[src/rtl/wbu_scoreboard_if.sv]
// wbu_scoreboard_if
//   Bundles the issue, EXU result, LSU result, register-file write and
//   scoreboard status signals of the writeback/scoreboard stage.
//   master : the surrounding pipeline (drives issue and results)
//   slave  : wbu_scoreboard (drives ready, register-file write, status)
interface wbu_scoreboard_if #(
    parameter int unsigned ADDR_WIDTH = 5,
    parameter int unsigned DATA_WIDTH = 64
);
    localparam int unsigned NREG = 1 << ADDR_WIDTH;

    logic                  issue_valid;
    logic                  issue_rd_wen;
    logic [ADDR_WIDTH-1:0] issue_rd;
    logic [ADDR_WIDTH-1:0] issue_rs1;
    logic [ADDR_WIDTH-1:0] issue_rs2;
    logic                  issue_ready;

    logic                  exu_valid;
    logic [ADDR_WIDTH-1:0] exu_rd;
    logic [DATA_WIDTH-1:0] exu_data;
    logic                  exu_ready;

    logic                  lsu_valid;
    logic [ADDR_WIDTH-1:0] lsu_rd;
    logic [DATA_WIDTH-1:0] lsu_data;
    logic                  lsu_ready;

    logic                  rf_wen;
    logic [ADDR_WIDTH-1:0] rf_waddr;
    logic [DATA_WIDTH-1:0] rf_wdata;

    logic [NREG-1:0]       sb_busy;
    logic                  sb_err;

    modport master (
        output issue_valid, issue_rd_wen, issue_rd, issue_rs1, issue_rs2,
        output exu_valid, exu_rd, exu_data,
        output lsu_valid, lsu_rd, lsu_data,
        input  issue_ready, exu_ready, lsu_ready,
        input  rf_wen, rf_waddr, rf_wdata, sb_busy, sb_err
    );

    modport slave (
        input  issue_valid, issue_rd_wen, issue_rd, issue_rs1, issue_rs2,
        input  exu_valid, exu_rd, exu_data,
        input  lsu_valid, lsu_rd, lsu_data,
        output issue_ready, exu_ready, lsu_ready,
        output rf_wen, rf_waddr, rf_wdata, sb_busy, sb_err
    );
endinterface

[src/rtl/wbu_scoreboard.sv]
// wbu_scoreboard
//   Writeback and scoreboard stage in front of the integer register file.
//   Tracks in-flight writes per register, stalls issue on RAW/WAW hazards,
//   arbitrates EXU/LSU results (LSU has priority) and registers the single
//   accepted result onto the register-file write port.
//   clk   : clock, rising edge
//   rst_n : synchronous active-low reset
//   bus   : wbu_scoreboard_if.slave (issue, exu, lsu, rf write, sb status)
module wbu_scoreboard #(
    parameter int unsigned ADDR_WIDTH = 5,
    parameter int unsigned DATA_WIDTH = 64
) (
    input logic             clk,
    input logic             rst_n,
    wbu_scoreboard_if.slave bus
);
    localparam int unsigned NREG = 1 << ADDR_WIDTH;

    logic [NREG-1:0]       busy_q, busy_d;
    logic [NREG-1:0]       set_vec, clr_vec;
    logic                  rf_wen_q;
    logic [ADDR_WIDTH-1:0] rf_waddr_q;
    logic [DATA_WIDTH-1:0] rf_wdata_q;
    logic                  err_q, err_d;

    logic                  raw_haz, waw_haz, issue_fire;
    logic                  res_valid, res_wr;
    logic [ADDR_WIDTH-1:0] res_rd;
    logic [DATA_WIDTH-1:0] res_data;

    // Hazards look only at registered busy: a clear in flight is not bypassed.
    always_comb begin
        raw_haz = ((bus.issue_rs1 != '0) && busy_q[bus.issue_rs1]) ||
                  ((bus.issue_rs2 != '0) && busy_q[bus.issue_rs2]);
        waw_haz = bus.issue_rd_wen && (bus.issue_rd != '0) && busy_q[bus.issue_rd];
    end

    assign bus.issue_ready = !(raw_haz || waw_haz);
    assign issue_fire      = bus.issue_valid && bus.issue_ready;

    assign bus.lsu_ready = 1'b1;
    assign bus.exu_ready = !bus.lsu_valid;

    always_comb begin
        res_valid = bus.lsu_valid || bus.exu_valid;
        res_rd    = bus.lsu_valid ? bus.lsu_rd   : bus.exu_rd;
        res_data  = bus.lsu_valid ? bus.lsu_data : bus.exu_data;
        res_wr    = res_valid && (res_rd != '0);
        err_d     = err_q || (res_wr && !busy_q[res_rd]);
    end

    // Clear is applied before set so a same-index collision leaves the bit set.
    always_comb begin
        set_vec = '0;
        clr_vec = '0;
        if (issue_fire && bus.issue_rd_wen && (bus.issue_rd != '0))
            set_vec[bus.issue_rd] = 1'b1;
        if (rf_wen_q)
            clr_vec[rf_waddr_q] = 1'b1;
        busy_d    = (busy_q & ~clr_vec) | set_vec;
        busy_d[0] = 1'b0;
    end

    always_ff @(posedge clk) begin
        if (!rst_n) begin
            busy_q     <= '0;
            rf_wen_q   <= 1'b0;
            rf_waddr_q <= '0;
            rf_wdata_q <= '0;
            err_q      <= 1'b0;
        end else begin
            busy_q   <= busy_d;
            rf_wen_q <= res_wr;
            // An rd = 0 result is consumed but leaves address/data untouched.
            if (res_wr) begin
                rf_waddr_q <= res_rd;
                rf_wdata_q <= res_data;
            end
            err_q <= err_d;
        end
    end

    assign bus.rf_wen   = rf_wen_q;
    assign bus.rf_waddr = rf_waddr_q;
    assign bus.rf_wdata = rf_wdata_q;
    assign bus.sb_busy  = busy_q;
    assign bus.sb_err   = err_q;
endmodule

[src/flat_wrapper.sv]
// flat-port wrapper written by rule: the top's interface ports become plain ports
module wbu_scoreboard_flat 
#(
    parameter int unsigned ADDR_WIDTH = 5,
    parameter int unsigned DATA_WIDTH = 64
)
  (clk, rst_n, bus_issue_valid, bus_issue_rd_wen, bus_issue_rd, bus_issue_rs1, bus_issue_rs2, bus_exu_valid, bus_exu_rd, bus_exu_data, bus_lsu_valid, bus_lsu_rd, bus_lsu_data, bus_issue_ready, bus_exu_ready, bus_lsu_ready, bus_rf_wen, bus_rf_waddr, bus_rf_wdata, bus_sb_busy, bus_sb_err);
  wbu_scoreboard_if #(.ADDR_WIDTH(ADDR_WIDTH), .DATA_WIDTH(DATA_WIDTH)) bus_i ();
  input logic clk;
  input logic rst_n;
  input wire logic [$bits(bus_i.issue_valid)-1:0] bus_issue_valid;
  input wire logic [$bits(bus_i.issue_rd_wen)-1:0] bus_issue_rd_wen;
  input wire logic [$bits(bus_i.issue_rd)-1:0] bus_issue_rd;
  input wire logic [$bits(bus_i.issue_rs1)-1:0] bus_issue_rs1;
  input wire logic [$bits(bus_i.issue_rs2)-1:0] bus_issue_rs2;
  input wire logic [$bits(bus_i.exu_valid)-1:0] bus_exu_valid;
  input wire logic [$bits(bus_i.exu_rd)-1:0] bus_exu_rd;
  input wire logic [$bits(bus_i.exu_data)-1:0] bus_exu_data;
  input wire logic [$bits(bus_i.lsu_valid)-1:0] bus_lsu_valid;
  input wire logic [$bits(bus_i.lsu_rd)-1:0] bus_lsu_rd;
  input wire logic [$bits(bus_i.lsu_data)-1:0] bus_lsu_data;
  output wire logic [$bits(bus_i.issue_ready)-1:0] bus_issue_ready;
  output wire logic [$bits(bus_i.exu_ready)-1:0] bus_exu_ready;
  output wire logic [$bits(bus_i.lsu_ready)-1:0] bus_lsu_ready;
  output wire logic [$bits(bus_i.rf_wen)-1:0] bus_rf_wen;
  output wire logic [$bits(bus_i.rf_waddr)-1:0] bus_rf_waddr;
  output wire logic [$bits(bus_i.rf_wdata)-1:0] bus_rf_wdata;
  output wire logic [$bits(bus_i.sb_busy)-1:0] bus_sb_busy;
  output wire logic [$bits(bus_i.sb_err)-1:0] bus_sb_err;
  assign bus_i.issue_valid = bus_issue_valid;
  assign bus_i.issue_rd_wen = bus_issue_rd_wen;
  assign bus_i.issue_rd = bus_issue_rd;
  assign bus_i.issue_rs1 = bus_issue_rs1;
  assign bus_i.issue_rs2 = bus_issue_rs2;
  assign bus_i.exu_valid = bus_exu_valid;
  assign bus_i.exu_rd = bus_exu_rd;
  assign bus_i.exu_data = bus_exu_data;
  assign bus_i.lsu_valid = bus_lsu_valid;
  assign bus_i.lsu_rd = bus_lsu_rd;
  assign bus_i.lsu_data = bus_lsu_data;
  assign bus_issue_ready = bus_i.issue_ready;
  assign bus_exu_ready = bus_i.exu_ready;
  assign bus_lsu_ready = bus_i.lsu_ready;
  assign bus_rf_wen = bus_i.rf_wen;
  assign bus_rf_waddr = bus_i.rf_waddr;
  assign bus_rf_wdata = bus_i.rf_wdata;
  assign bus_sb_busy = bus_i.sb_busy;
  assign bus_sb_err = bus_i.sb_err;
  wbu_scoreboard #(.ADDR_WIDTH(ADDR_WIDTH), .DATA_WIDTH(DATA_WIDTH)) u_core (.clk(clk), .rst_n(rst_n), .bus(bus_i));
endmodule
[config.mk]
export PLATFORM = sky130hd
export DESIGN_NAME = wbu_scoreboard_flat
export DESIGN_NICKNAME = d
export VERILOG_FILES = /design/src/rtl/wbu_scoreboard_if.sv /design/src/rtl/wbu_scoreboard.sv /design/src/flat_wrapper.sv
export SDC_FILE = /design/constraint.sdc
export NUM_CORES = 1
export LEC_CHECK = 0
export CAP_MARGIN = 30
export CORE_MARGIN = 1.5
export CORE_UTILIZATION = 46
export CTS_BUF_LIST = sky130_fd_sc_hd__clkbuf_16
export CTS_CLUSTER_DIAMETER = 150
export DETAILED_ROUTE_END_ITERATION = 10
export PLACE_DENSITY = 0.95
export SKIP_CTS_REPAIR_TIMING = 1
export SYNTH_ARGS = -nofsm -noshare
export SYNTH_HDL_FRONTEND = slang
export SYNTH_SLANG_ARGS = --single-unit
[constraint.sdc]
create_clock -name clk -period 5.27 [get_ports clk]
set_clock_uncertainty 0.15 [all_clocks]
set_input_delay 0.527 -clock clk [delete_from_list [all_inputs] [get_ports clk]]
set_output_delay 0.527 -clock clk [all_outputs]
set_load 0.005 [all_outputs]
==> impl_results.md <==
* Worst hold path class: flip-flop to flip-flop
* Status: complete, no violations
* Pwr dens at 227 nW/um^2
* Final Net Count at 1016
* Mapped Nets at 792
* Top post-synthesis cells by count: nand2_1 (112), dfxtp_1 (102), mux2i_1 (92)
* Final antenna-violating net count at 0
* Slew @ Worst Pin at 0.835 ns
* Antenna violations before repair at 0
* Post-DP Area at 8670 um^2
* H-tree levels at 3
* Crit path arrival time at 3.56 ns
* Final core utilization at 70.9%
* Total of max-cap violations at 0
* Largest net degree at the start of global routing at 89
* Worst rel slew slack at 42.8%
* Top Ports at 265
* Clock power frac at 34.1%
* Vias in the first global route at 6090
* Seq/Total Area, Yosys at 33.9%
* Period utilisation layout at 80.3%
* Post-synthesis register bit count at 102
* Net load switching power at 527 uW
* CTS Buffer Depth at 2
* Clock buffer count from CTS at 9
* Dpl hpwl at 15.6 mm
* Drt total wl at 21.2 mm
* Synth area leader: dfxtp_1
* Avg Inst Size Synth at 9.51 um^2
* Final count of negative-setup-slack endpoints at 0
* Total global routing track utilization at 30.3%
* Post-synth top flop: dfxtp_1
* Count of input and output buffers at 262
* Post-synth ARST share at 0%
* Reg clk slew, reported paths at 0.07 ns
* Wire per inst at 20.5 um
* Number of remaining DRC errors at 0
* Warnings, synthesis at 0
* GRT Residual Overflow at 0
* Critical path type: input pin to primary output
* Die Width at 117 um
* CTS sink count at 102
* RSZ-0062 raised after global routing: false
* Mapped Cells at 633
* EDFF count, synth at 0
* Comb power frac at 24.0%
* Count leader, synth: nand2_1
* Setup ws final at 1.04 ns
* Critical Path Start Type: input pin
* Max-slew violation count at 0
* Seq pwr share at 41.8%
* First DRT Iteration DRCs at 554
* Sum of negative setup slack at 0 ns
* Worst Path Required at 4.59 ns
* Share of cells above drive strength 1 at 8.93%
* Ranking of synthesized cells by area: dfxtp_1 (34%), mux2i_1 (15%), o211a_1 (11%)
* Cell-internal power at 1.51 mW
* Nature of the critical path endpoint: primary output
* Pwr Total at 2.04 mW
* CTS tree: yes
* Synth top area share at 33.9%
* Pleak at 3.98 nW
* Critical path peak fanout at 16
* Worst ir drop on vdd at 0.144 mV
* Max Clock Freq at 236 MHz
* Sw Share at 25.9%
* Die height at 117 um
* Core ar. at 12700 um^2
* Die area at 13800 um^2
* Library cells used by synthesis at 49
* Final Hold Fails at 0
* CTS Root Buffer Type: clkbuf_16
* GP Congestion at 0.947
* Initial Util at 47.5%
* P&R area growth vs syn at 49.2%
* Vias post-DR at 6241
* Post-Syn Area at 6020 um^2
* First-pass GRT wire length at 33.3 mm
* Place WS at 1.04 ns
* DR pass1 iterations at 5
* Tmin final at 4.23 ns
* Rows at 41
* ANT cells at 0
* Cell area after layout at 8980 um^2
* Worst skew pair latency at 0.34 ns
* Via density at 6.04
==> layout by cell type, fill, tap and decap left out, types with 2 or more instances in the layout <==
cell type	Yosys	routed
and2_1	6	6
nor3b_1	2	2
o22ai_1	7	7
o21ai_1	2	2
nand2_1	112	112
buf_4	2	6
o211a_1	67	67
conb_1	2	2
nand3b_1	6	6
nand2b_1	10	10
buf_12	0	2
o21ai_0	2	2
a21oi_1	6	6
inv_1	4	7
o21ai_2	30	30
dfxtp_1	102	102
o211ai_1	35	35
clkbuf_16	0	9
a31oi_1	2	2
nor2b_1	9	9
a22oi_1	5	5
nor3_1	4	4
a22o_1	3	3
mux2_2	9	9
bufinv_16	0	2
mux4_2	14	14
mux2i_1	92	92
mux4_1	2	2
nor2_1	18	18
nand3_1	7	7
a32oi_1	2	2
clkdlybuf4s50_1	0	260
and4_1	2	2
==> power by group through the flow <==
stage | clock network, mW | logic [mW] | registers (mW)
floorplan | 0 | 0.211 | 0.868
global placement | 0 | 0.471 | 0.866
detailed placement | 0 | 0.485 | 0.869
CTS | 0.698 | 0.489 | 0.852
global route | 0.727 | 0.523 | 0.859
finish | 0.697 | 0.490 | 0.854
==> logic make-up (layout without fill, tap and decap cells) <==
group / count (synthesis) / count (layout) / share of synthesized area, %
buffers and inverters: 59 / 288 / 4.53
AO/OA/AOI/OAI: 171 / 171 / 24.5
AND/OR/NAND/NOR: 182 / 182 / 13.8
other: 2 / 2 / 0.125
multiplexers: 117 / 117 / 23.1
flip-flops: 102 / 102 / 33.9
==> critical path, stage by stage <==
cell	delay, ns
clkdlybuf4s50_1	0.92
mux4_1	0.63
a22o_1	0.24
a22o_1	0.20
or3b_1	0.34
a31oi_1	0.17
clkdlybuf4s50_1	0.52
==> per-layer routing <==
layer,vias up,GRT usage (%),share of wire (%)
met3,67,7.30,10
met1,2961,35.4,36
met2,409,52.5,50
li1,2804,-,-
met4,0,13.3,3.8
met5,-,0,0
==> path summary, 6_finish.rpt <==
| check | startpoint | to | slack [ns] | cells after the start |
|---|---|---|---|---|
| hold / removal | u_core.bus.rf_wdata[2]$_SDFFE_PN0P_ | u_core.bus.rf_wdata[2]$_SDFFE_PN0P_ | 0.35 | 1 |
| setup / recovery | bus_issue_rd[0] | bus_issue_ready | 1.04 | 7 |
| hold reg to reg | u_core.bus.rf_wdata[2]$_SDFFE_PN0P_ | u_core.bus.rf_wdata[2]$_SDFFE_PN0P_ | 0.35 | 1 |
| setup reg to reg | u_core.bus.sb_busy[27]$_SDFF_PN0_ | u_core.bus.sb_busy[17]$_SDFF_PN0_ | 2.72 | 7 |
==> sequential cells by signal, indices dropped and copies added, names as in the netlist <==
name	count
u_core.bus.rf_wdata	64
u_core.bus.sb_busy	31
u_core.bus.rf_waddr	5
u_core.bus.rf_wen	1
u_core.bus.sb_err	1
==> final cells by class <==
class | count | area, um^2
Multi-Input combinational cell | 472 | 3710
Fill cell | 913 | 3690
Timing Repair Buffer | 268 | 2690
Sequential cell | 102 | 2040
Clock buffer | 9 | 225
Tap cell | 172 | 215
Clock inverter | 7 | 82.6
Inverter | 4 | 15.0
==> through the flow <==
stage / instances / hold slack (ns)
floorplan: 633 / 0.345
global placement: 1016 / 0.328
detailed placement: 1018 / 0.336
CTS: 1034 / 0.350
global route: 1034 / 0.366
finish: 1034 / 0.351
(Power assumes the default switching activity.)
